[config.mk]
export PLATFORM = sky130hd
export DESIGN_NAME = our_sram_port_arbiter
export DESIGN_NICKNAME = d
export VERILOG_FILES = /design/src/rtl/our_sram_pkg.sv /design/src/rtl/our_rr_pick.sv /design/src/rtl/our_sram_port_arbiter.sv
export SDC_FILE = /design/constraint.sdc
export NUM_CORES = 1
export LEC_CHECK = 0
export CORE_AREA = 4 4 428 430
export CTS_CLUSTER_DIAMETER = 150
export CTS_CLUSTER_SIZE = 25
export DETAILED_ROUTE_END_ITERATION = 10
export DIE_AREA = 0 0 432 434
export MAX_ROUTING_LAYER = met4
export PLACE_DENSITY = 0.3
export SLEW_MARGIN = 20
export SYNTH_ARGS = -nofsm -noshare
export SYNTH_HDL_FRONTEND = slang
export SYNTH_HIERARCHICAL = 1
export SYNTH_SLANG_ARGS = --single-unit
export TNS_END_PERCENT = 5
[constraint.sdc]
create_clock -name pll_core_cpuclk -period 9.3 [get_ports pll_core_cpuclk]
set_clock_uncertainty 0.2 [all_clocks]
set_input_delay 1.86 -clock pll_core_cpuclk [delete_from_list [all_inputs] [get_ports pll_core_cpuclk]]
set_output_delay 1.86 -clock pll_core_cpuclk [all_outputs]
set_load 0.01 [all_outputs]
[src/rtl/our_sram_pkg.sv]
// Shared SRAM types and constants used by the arbiter, the AXI slave and the SRAM wrapper.
package our_sram_pkg;

    localparam int SRAM_ADDR_WIDTH = 21;
    localparam int SRAM_DATA_WIDTH = 128;

    typedef logic [SRAM_ADDR_WIDTH-1:0] sram_addr_t;
    typedef logic [SRAM_DATA_WIDTH-1:0] sram_data_t;
    // Wide enough for up to 8 requesters.
    typedef logic [2:0]                 req_idx_t;

    typedef enum logic {
        ARB_OPEN   = 1'b0,
        ARB_LOCKED = 1'b1
    } arb_state_t;

    // Circular increment of a requester index.
    function automatic req_idx_t rr_next(input req_idx_t idx, input int n);
        if (int'(idx) + 1 >= n) begin
            return '0;
        end
        return idx + req_idx_t'(1);
    endfunction

endpackage

[src/rtl/our_rr_pick.sv]
// Combinational circular priority pick: first set bit of (req & mask) at or after ptr.
module our_rr_pick
    import our_sram_pkg::*;
#(
    parameter int N = 2
) (
    input  logic [N-1:0] req,
    input  logic [N-1:0] mask,
    input  req_idx_t     ptr,
    output logic [N-1:0] onehot,
    output req_idx_t     idx,
    output logic         valid
);

    logic [N-1:0]   cand;
    logic [2*N-1:0] dbl;
    logic [N-1:0]   rot;
    int             off;
    int             sum;

    assign cand = req & mask;
    // Rotate so that bit 0 of rot corresponds to requester ptr.
    assign dbl  = {cand, cand} >> ptr;
    assign rot  = dbl[N-1:0];

    // Lowest set bit of the rotated vector, then undo the rotation.
    always_comb begin
        valid = 1'b0;
        off   = 0;
        sum   = 0;
        for (int k = N - 1; k >= 0; k--) begin
            if (rot[k]) begin
                valid = 1'b1;
                off   = k;
            end
        end
        sum = int'(ptr) + off;
        if (sum >= N) begin
            sum = sum - N;
        end
        idx = req_idx_t'(sum);
    end

    genvar gi;
    generate
        for (gi = 0; gi < N; gi++) begin : g_onehot
            assign onehot[gi] = valid && (idx == req_idx_t'(gi));
        end
    endgenerate

endmodule

[src/rtl/our_sram_port_arbiter.sv]
// Round-robin arbiter for the single SRAM port with bounded burst lock and tagged read return.
module our_sram_port_arbiter
    import our_sram_pkg::*;
#(
    parameter int NUM_REQ    = 2,
    parameter int ADDR_WIDTH = SRAM_ADDR_WIDTH,
    parameter int DATA_WIDTH = SRAM_DATA_WIDTH,
    parameter int RD_LATENCY = 1,
    parameter int MAX_HOLD   = 16
) (
    input  logic                          pll_core_cpuclk,
    input  logic                          pad_cpu_rst,
    input  logic [NUM_REQ-1:0]            req_i,
    input  logic [NUM_REQ-1:0]            lock_i,
    input  logic [NUM_REQ-1:0]            we_i,
    input  logic [NUM_REQ*ADDR_WIDTH-1:0] addr_i,
    input  logic [NUM_REQ*DATA_WIDTH-1:0] wdata_i,
    input  logic [NUM_REQ*DATA_WIDTH-1:0] strb_i,
    output logic [NUM_REQ-1:0]            gnt_o,
    output logic [NUM_REQ-1:0]            rvalid_o,
    output logic [DATA_WIDTH-1:0]         rdata_o,
    output logic                          mem_req_o,
    output logic                          mem_we_o,
    output logic [ADDR_WIDTH-1:0]         mem_addr_o,
    output logic [DATA_WIDTH-1:0]         mem_wdata_o,
    output logic [DATA_WIDTH-1:0]         mem_strb_o,
    input  logic [DATA_WIDTH-1:0]         mem_rdata_i
);

    localparam int  HW       = $clog2(MAX_HOLD + 1);
    localparam bit  CAN_LOCK = (NUM_REQ > 1);

    arb_state_t         state_reg, state_next;
    req_idx_t           rr_ptr_reg, rr_ptr_next;
    req_idx_t           owner_reg, owner_next;
    logic [HW-1:0]      hold_cnt_reg, hold_cnt_next;
    logic               rd_vld_reg [RD_LATENCY];
    req_idx_t           rd_tag_reg [RD_LATENCY];

    logic [NUM_REQ-1:0] owner_oh;
    logic [NUM_REQ-1:0] pick_mask;
    logic [NUM_REQ-1:0] pick_oh;
    req_idx_t           pick_idx;
    logic               pick_valid;
    logic [NUM_REQ-1:0] gnt;
    req_idx_t           win_idx;
    logic               others_wait;
    logic               owner_req;
    logic               owner_lock;
    logic               rd_push;

    genvar gi;
    generate
        for (gi = 0; gi < NUM_REQ; gi++) begin : g_owner
            assign owner_oh[gi] = (owner_reg == req_idx_t'(gi));
        end
    endgenerate

    assign others_wait = |(req_i & ~owner_oh);
    assign owner_req   = |(req_i & owner_oh);
    assign owner_lock  = |(lock_i & owner_oh);
    // While locked the pick is only used for the forced hand-over, so the owner is excluded.
    assign pick_mask   = (state_reg == ARB_LOCKED) ? ~owner_oh : '1;

    our_rr_pick #(.N(NUM_REQ)) u_pick (
        .req    (req_i),
        .mask   (pick_mask),
        .ptr    (rr_ptr_reg),
        .onehot (pick_oh),
        .idx    (pick_idx),
        .valid  (pick_valid)
    );

    // Arbitration state, round-robin pointer, owner and hold counter.
    always_ff @(posedge pll_core_cpuclk or posedge pad_cpu_rst) begin
        if (pad_cpu_rst) begin
            state_reg    <= ARB_OPEN;
            rr_ptr_reg   <= '0;
            owner_reg    <= '0;
            hold_cnt_reg <= '0;
        end else begin
            state_reg    <= state_next;
            rr_ptr_reg   <= rr_ptr_next;
            owner_reg    <= owner_next;
            hold_cnt_reg <= hold_cnt_next;
        end
    end

    // Grant selection and OPEN/LOCKED transitions.
    always_comb begin
        state_next    = state_reg;
        rr_ptr_next   = rr_ptr_reg;
        owner_next    = owner_reg;
        hold_cnt_next = hold_cnt_reg;
        gnt           = '0;
        win_idx       = '0;
        // Round-robin grant: taken in OPEN, and when a locked owner has used up its hold budget.
        if (state_reg == ARB_OPEN ||
            (hold_cnt_reg >= HW'(MAX_HOLD) && others_wait)) begin
            gnt     = pick_oh;
            win_idx = pick_idx;
            if (state_reg == ARB_LOCKED) begin
                state_next    = ARB_OPEN;
                hold_cnt_next = '0;
            end
            if (pick_valid) begin
                rr_ptr_next = rr_next(pick_idx, NUM_REQ);
                if (CAN_LOCK && (|(lock_i & pick_oh))) begin
                    state_next    = ARB_LOCKED;
                    owner_next    = pick_idx;
                    hold_cnt_next = HW'(1);
                end
            end
        end else if (owner_req) begin
            // Owner keeps the port; a cycle without an owner request is left idle.
            gnt     = owner_oh;
            win_idx = owner_reg;
            if (!owner_lock) begin
                state_next    = ARB_OPEN;
                hold_cnt_next = '0;
            end else if (others_wait) begin
                hold_cnt_next = hold_cnt_reg + HW'(1);
            end
        end
    end

    assign gnt_o     = pad_cpu_rst ? '0 : gnt;
    assign mem_req_o = |gnt_o;
    assign mem_we_o  = |(gnt_o & we_i);
    assign rdata_o   = mem_rdata_i;
    assign rd_push   = mem_req_o & ~mem_we_o;

    // AND-OR mux of the granted requester's fields; all zero when nothing is granted.
    always_comb begin
        mem_addr_o  = '0;
        mem_wdata_o = '0;
        mem_strb_o  = '0;
        for (int i = 0; i < NUM_REQ; i++) begin
            if (gnt_o[i]) begin
                mem_addr_o  = mem_addr_o  | addr_i[i*ADDR_WIDTH +: ADDR_WIDTH];
                mem_wdata_o = mem_wdata_o | wdata_i[i*DATA_WIDTH +: DATA_WIDTH];
                mem_strb_o  = mem_strb_o  | strb_i[i*DATA_WIDTH +: DATA_WIDTH];
            end
        end
    end

    // Read tag pipe: each granted read travels RD_LATENCY stages alongside the SRAM.
    always_ff @(posedge pll_core_cpuclk or posedge pad_cpu_rst) begin
        if (pad_cpu_rst) begin
            for (int s = 0; s < RD_LATENCY; s++) begin
                rd_vld_reg[s] <= 1'b0;
                rd_tag_reg[s] <= '0;
            end
        end else begin
            rd_vld_reg[0] <= rd_push;
            rd_tag_reg[0] <= win_idx;
            for (int s = 1; s < RD_LATENCY; s++) begin
                rd_vld_reg[s] <= rd_vld_reg[s-1];
                rd_tag_reg[s] <= rd_tag_reg[s-1];
            end
        end
    end

    generate
        for (gi = 0; gi < NUM_REQ; gi++) begin : g_rvalid
            assign rvalid_o[gi] = rd_vld_reg[RD_LATENCY-1] &&
                                  (rd_tag_reg[RD_LATENCY-1] == req_idx_t'(gi));
        end
    endgenerate

endmodule

; Word level (Yosys, flattened, before mapping)
; Index checks and enable logic that the tools add are counted.
[classes]
n_eq_ne = 5
n_reduce_logical = 20
addsub = 5
n_bitwise = 13
mux = 34
magnitude_cmp = 3
shifts = 1
[ops]
columns = operator, count
row1 = $mux W128, 4
row2 = $or A128 B128 Y128, 2
row3 = $mux W21, 2
row4 = $mux W5, 7
row5 = $or A21 B21 Y21, 1
row6 = $mux W3, 5
row7 = $and A2 B2 Y2, 6
row8 = $mux W1, 12
row9 = $reduce_or A2 Y1, 6
row10 = $eq A3 B1 Y1 const B, 3
row11 = $logic_not A3 Y1, 3
row12 = $ge A4 B2 Y1 const B, 2
row13 = $mux W2, 4
row14 = $reduce_and A2 Y1, 3
row15 = $add A5 B1 Y5 const B, 1
row16 = $ge A5 B5 Y1 const B, 1
row17 = $logic_and A1 B1 Y1, 5
row18 = $add A3 B1 Y4, 1
row19 = $add A3 B1 Y4 const B, 1
row20 = $shr A4 B3 Y2, 1
row21 = $add A3 B1 Y3 const B, 1
row22 = $ne A3 B2 Y1 const B, 1
row23 = $reduce_and A3 Y1, 1
row24 = $sub A3 B3 Y3 const B, 1
row25 = other kinds (6), 7
[word_totals]
in_bits = 690
word_cells = 87
reg_bits = 16
out_inout_bits = 411

; Depth between registers and ports, before layout
; Gate-level depths: netlist of run 1.
[depth]
depth_word = 18
depth_mapped = 17
mapped_depth_nobuf = 15

; Hierarchy
; The synthesis of run 1 kept the hierarchy.
[by_module_without_submodules]
columns = mod, instances, area_per_inst_um2, seq_area_each_um2, cells_each
row1 = our_sram_port_arbiter, 1, 4894.7, 400.4, 567
row2 = our_rr_pick, 1, 185.2, 0.0, 25

; Least setup slack after synthesis of run 1
; OpenSTA, ideal clock, no wires.
[synth_path]
path_kind = input -> output
start = input req_i[1]
end = output mem_strb_o[118]
path_slack_ps = 2656
t_required_ps = 7240
cell_stages = 13
arrival_time_ps = 4584
n_path_buf = 1
path_cell_list = nand2_1 > a211o_1 > a21oi_1 > ha_1 > ha_1 > xnor2_1 > ha_1 > a21oi_1 > nor4_1 > o221ai_2 > a21oi_2 > clkbuf_1 > a22o_1
[synth_between]
elab_chain_len = 14
word_cells_on_any_way = 26
classes_between = 2 x add/sub / 1 x order compare / 1 x eq/ne / 1 x shift / 10 x mux / 4 x bitwise / 7 x reduce/logical
[synth_lines]
columns = element, line_no
row1 = "start, declared", our_sram_port_arbiter.sv:13  ; input logic [NUM_REQ-1:0] req_i,
row2 = $and A2 B2 Y2 (*), our_rr_pick.sv:21  ; assign cand = req & mask;
row3 = $shr A4 B3 Y2 (*), our_rr_pick.sv:23  ; assign dbl = {cand, cand} >> ptr;
row4 = $mux W1 (2 in series), our_rr_pick.sv:32  ; if (rot[k]) begin
row5 = $add A3 B1 Y4, our_rr_pick.sv:37  ; sum = int'(ptr) + off;
row6 = $ge A4 B2 Y1 or $sub A3 B3 Y3 (tied branches), "our_rr_pick.sv:38, our_rr_pick.sv:39"
row7 = $mux W3, our_rr_pick.sv:38  ; if (sum >= N) begin
row8 = $logic_not A3 Y1, our_rr_pick.sv:47  ; assign onehot[gi] = valid && (idx == req_idx_t'(gi));
row9 = $logic_and A1 B1 Y1 (*), our_rr_pick.sv:47
row10 = via pick_oh[0], our_sram_port_arbiter.sv:42  ; logic [NUM_REQ-1:0] pick_oh;
row11 = $mux W2 (*), our_sram_port_arbiter.sv:98  ; if (state_reg == ARB_OPEN ||
row12 = $mux W2 (*), our_sram_port_arbiter.sv:127  ; assign gnt_o = pad_cpu_rst ? '0 : gnt;
row13 = via gnt_o[0], our_sram_port_arbiter.sv:19  ; output logic [NUM_REQ-1:0] gnt_o,
row14 = $mux W128 (*), our_sram_port_arbiter.sv:139  ; if (gnt_o[i]) begin
row15 = $or A128 B128 Y128, our_sram_port_arbiter.sv:142  ; mem_strb_o = mem_strb_o | strb_i[i*DATA_WIDTH +: DATA_WIDTH];
row16 = $mux W128 (*), our_sram_port_arbiter.sv:139
row17 = "end, declared", our_sram_port_arbiter.sv:26  ; output logic [DATA_WIDTH-1:0] mem_strb_o,
; The timed path passes the listed nets; every way through them passes the cells marked *.

; Final worst setup path of run 1
[layout_path]
start = input req_i[1]
end = output mem_strb_o[78]
[layout_between]
word_cells_on_any_way = 26
classes_between = 2 x add/sub / 1 x order compare / 1 x eq/ne / 1 x shift / 10 x mux / 4 x bitwise / 7 x reduce/logical
[layout_rtl]
columns = element, line_no
row1 = $and A2 B2 Y2 (*), our_rr_pick.sv:21
row2 = $shr A4 B3 Y2 (*), our_rr_pick.sv:23
row3 = $mux W1 (2 in series), our_rr_pick.sv:32
row4 = $add A3 B1 Y4, our_rr_pick.sv:37
row5 = $ge A4 B2 Y1 or $sub A3 B3 Y3 (tied branches), "our_rr_pick.sv:38, our_rr_pick.sv:39"
row6 = $mux W3, our_rr_pick.sv:38
row7 = $eq A3 B1 Y1, our_rr_pick.sv:47
row8 = $logic_and A1 B1 Y1 (*), our_rr_pick.sv:47
row9 = via pick_oh[1], our_sram_port_arbiter.sv:42
row10 = $mux W2 (*), our_sram_port_arbiter.sv:98
row11 = $mux W2 (*), our_sram_port_arbiter.sv:127
row12 = $mux W128 (*), our_sram_port_arbiter.sv:139
; Marked as above.

==> results of run 1 <==
==> critical path, stage by stage <==
cell and delay (ps):
clkdlybuf4s50_1 720, nand2_1 140, a211o_1 280, a21oi_1 210
ha_1 180, ha_1 220, xnor2_1 90, ha_1 320
a21oi_1 100, nor4b_2 450, o221ai_2 210, a21oi_4 250
buf_12 270, buf_4 320, a22o_1 320, clkdlybuf4s50_1 670
==> placed cells by master (no fill, tap or decap), types with 2 or more instances in the layout <==
| cell | count |
|---|---|
| clkdlybuf4s50_1 | 797 |
| nand4_1 | 2 |
| o221ai_2 | 2 |
| diode_2 | 32 |
| nor2_1 | 8 |
| nor4_1 | 3 |
| buf_12 | 27 |
| dfrtp_1 | 16 |
| a22o_1 | 279 |
| a21oi_4 | 2 |
| nor4b_1 | 2 |
| a21oi_1 | 3 |
| mux2_2 | 6 |
| and2_1 | 6 |
| ha_1 | 8 |
| o21ai_0 | 2 |
| a211oi_1 | 4 |
| nand2_1 | 9 |
| buf_4 | 42 |
| a22oi_1 | 2 |
| o2111ai_1 | 2 |
| nand3_1 | 3 |
| mux2i_1 | 2 |
| clkbuf_16 | 3 |
| inv_1 | 6 |
| nor2b_1 | 2 |
| and3_1 | 2 |
==> kinds of logic after synthesis <==
kind of cell | synth area share
AO/OA/AOI/OAI | 0.5355
XOR/XNOR | 0.003449
adder cells (fa/ha/maj) | 0.01971
buffers and inverters | 0.2889
flip-flops | 0.07882
multiplexers | 0.02167
AND/OR/NAND/NOR | 0.05197
==> per-layer routing <==
layer,GRT usage,vias to the layer above,part of all wire
met1,0.1639,4262,0.40
met5,-,-,0
met4,0.01153,0,0.012
met2,0.2410,766,0.48
li1,-,3652,-
met3,0.06737,98,0.11
==> area by class of cell <==
cell class | count | area, µm²
Fill cell | 20879 | 164200
Multi-Input combinational cell | 377 | 3219
Tap cell | 2370 | 2965
Timing Repair Buffer | 866 | 8833
Antenna cell | 32 | 80.08
Sequential cell | 16 | 400.4
Clock buffer | 4 | 88.84
Inverter | 6 | 22.52
==> where the power goes <==
group          total [mW]  switching (mW)  internal, mW
Clock              0.0971          0.0316        0.0655
Sequential          0.119          0.0308        0.0879
Combinational        2.84            1.56          1.28
==> stage by stage <==
stage,setup slack [ps],util,std cells
6_report,463.3,0.08683,3671
5_1_grt,248.0,0.08672,3663
4_1_cts,465.1,0.08639,3639
3_5_place_dp,482.6,0.08589,3635
3_3_place_gp,386.5,0.08589,3635
2_1_floorplan,2656,-,592
==> worst paths after layout <==
path                                          endpoint                         from
setup reg to reg           hold_cnt_reg[3]$_DFFE_PP0P_        state_reg$_DFFE_PP0P_
min in group asynchronous      rd_tag_reg[1]$_DFF_PP0_                  pad_cpu_rst
hold reg to reg            hold_cnt_reg[1]$_DFFE_PP0P_  hold_cnt_reg[1]$_DFFE_PP0P_
hold / removal             hold_cnt_reg[1]$_DFFE_PP0P_  hold_cnt_reg[1]$_DFFE_PP0P_
setup / recovery                        mem_strb_o[78]                     req_i[1]
max in group asynchronous  hold_cnt_reg[1]$_DFFE_PP0P_                  pad_cpu_rst
==> results.yml, run 1 <==
run_status:
  outcome: "complete, no violations"
placed_design:
  place_congestion: 0.9332
  dpl.hpwl_mm: 130.4
  placed_area_um2: 15440
  port_buffers: 844
die:
  start_util: 0.02826
  ioPinCount: 1101
  core_area_um2: 179800
  row_count: 156
  die_w_um: 432
  die-height_um: 434
  fp.dieArea_um2: 187500
sta:
  slew_headroom: 0.5441
  finalMaxSlewViolations: 0
  final.setup.tns_ps: 0
  holdWs_ps: 368.8
  finalCritPeriodShare: 0.9502
  fmax_mhz: 113.2
  setup_viol: 0
  hold_viol_final: 0
  worst_pin_slew_ps: 683.2
  rsz0062_at_grt: "false"
  final.min_clock_period_ps: 8837
run:
  drv_cap: 0
clock_network:
  cts_buffer_depth: 2
  path_clk_slew_ps: 60
  clkLatencyLatePin_ps: 250
  cts_max_level: 1
  root_buffer: "clkbuf_16"
  cts_setup_buffers: 0
  cts_buffers: 3
  ctsHoldBuffers: 0
  clock_sinks: 16
  cts_resized: 0
  tritoncts: "done"
route:
  vias: 8778
  detail_route.wl_per_cell_um: 37.86
  via_per_inst: 2.391
  ant_nets: 0
  totalWireLength_mm: 139.0
  drt-initial-drc-count: 575
  drtPass1Iterations: 5
  drc: 0
layout:
  final_nets: 1968
  largest_reg_flops: 5
  design_area_um2: 15610
  drive_gt1_frac: 0.06777
  area_growth_syn_to_layout_pct: 207.3
global_routing:
  gr-usage-all-layers: 0.1443
  grt_max_degree: 76
  grt_first_pass_wirelength_mm: 157.8
  antenna_found_initial: 99
  grt_pass1_vias: 8866
  grt-ovfl-total: 0
synthesis:
  synth.most_common_cell: "a22o_1"
  yosysSeqAreaShare: 0.07882
  yosys-top-cells-area: "a22o_1 (48%), buf_4 (19%), dfrtp_1 (7.9%), buf_6 (5.8%), buf_2 (3.0%)"
  syn-num-nets: 1290
  synth.avg_cell_area_um2: 8.581
  synthTopCellsByCount: "a22o_1 (279), buf_4 (130), buf_2 (30)"
  yosysTopAreaCell: "a22o_1"
  ys_warn_count: 6
  synth_edf_count: 0
  synth.top_cell.area_share: 0.4810
  synth-seq-cells: 16
  synth_cell_type_count: 55
  async_flop_share: 1.000
  postSynthCellCount: 592
  ys.flop_type: "dfrtp_1"
  syn-cell-area_um2: 5080
power_and_ir_drop:
  power.total_mw: 3.057
  peakVddDrop_mv: 0.06583
  leakage_nw: 5.040
  powerDensity_nw_per_um2: 195.8
setup_path:
  crit_path_start_kind: "primary input"
  cp-end-kind: "primary output"
  cp.arrival_ps: 6780
  cp_max_fo: 75
  cp.required_ps: 7240
  path_class: "primary input to primary output"
  reg2reg_depth: 14
  r2r_slack_ps: 4750
worst_hold_path:
  hold_class: "register to register"
  hold_depth: 1
(Power assumes the default switching activity.)
==> run 2: changes to the inputs <==
--- a/config.mk
+++ b/config.mk
@@ -12,6 +12,7 @@
 export DIE_AREA = 0 0 432 434
 export MAX_ROUTING_LAYER = met4
 export PLACE_DENSITY = 0.3
+export SKIP_LAST_GASP = 1
 export SLEW_MARGIN = 20
 export SYNTH_ARGS = -nofsm -noshare
 export SYNTH_HDL_FRONTEND = slang
==> results of run 2 <==
No change in the layout: final DEF, timing and power equal those of run 1.
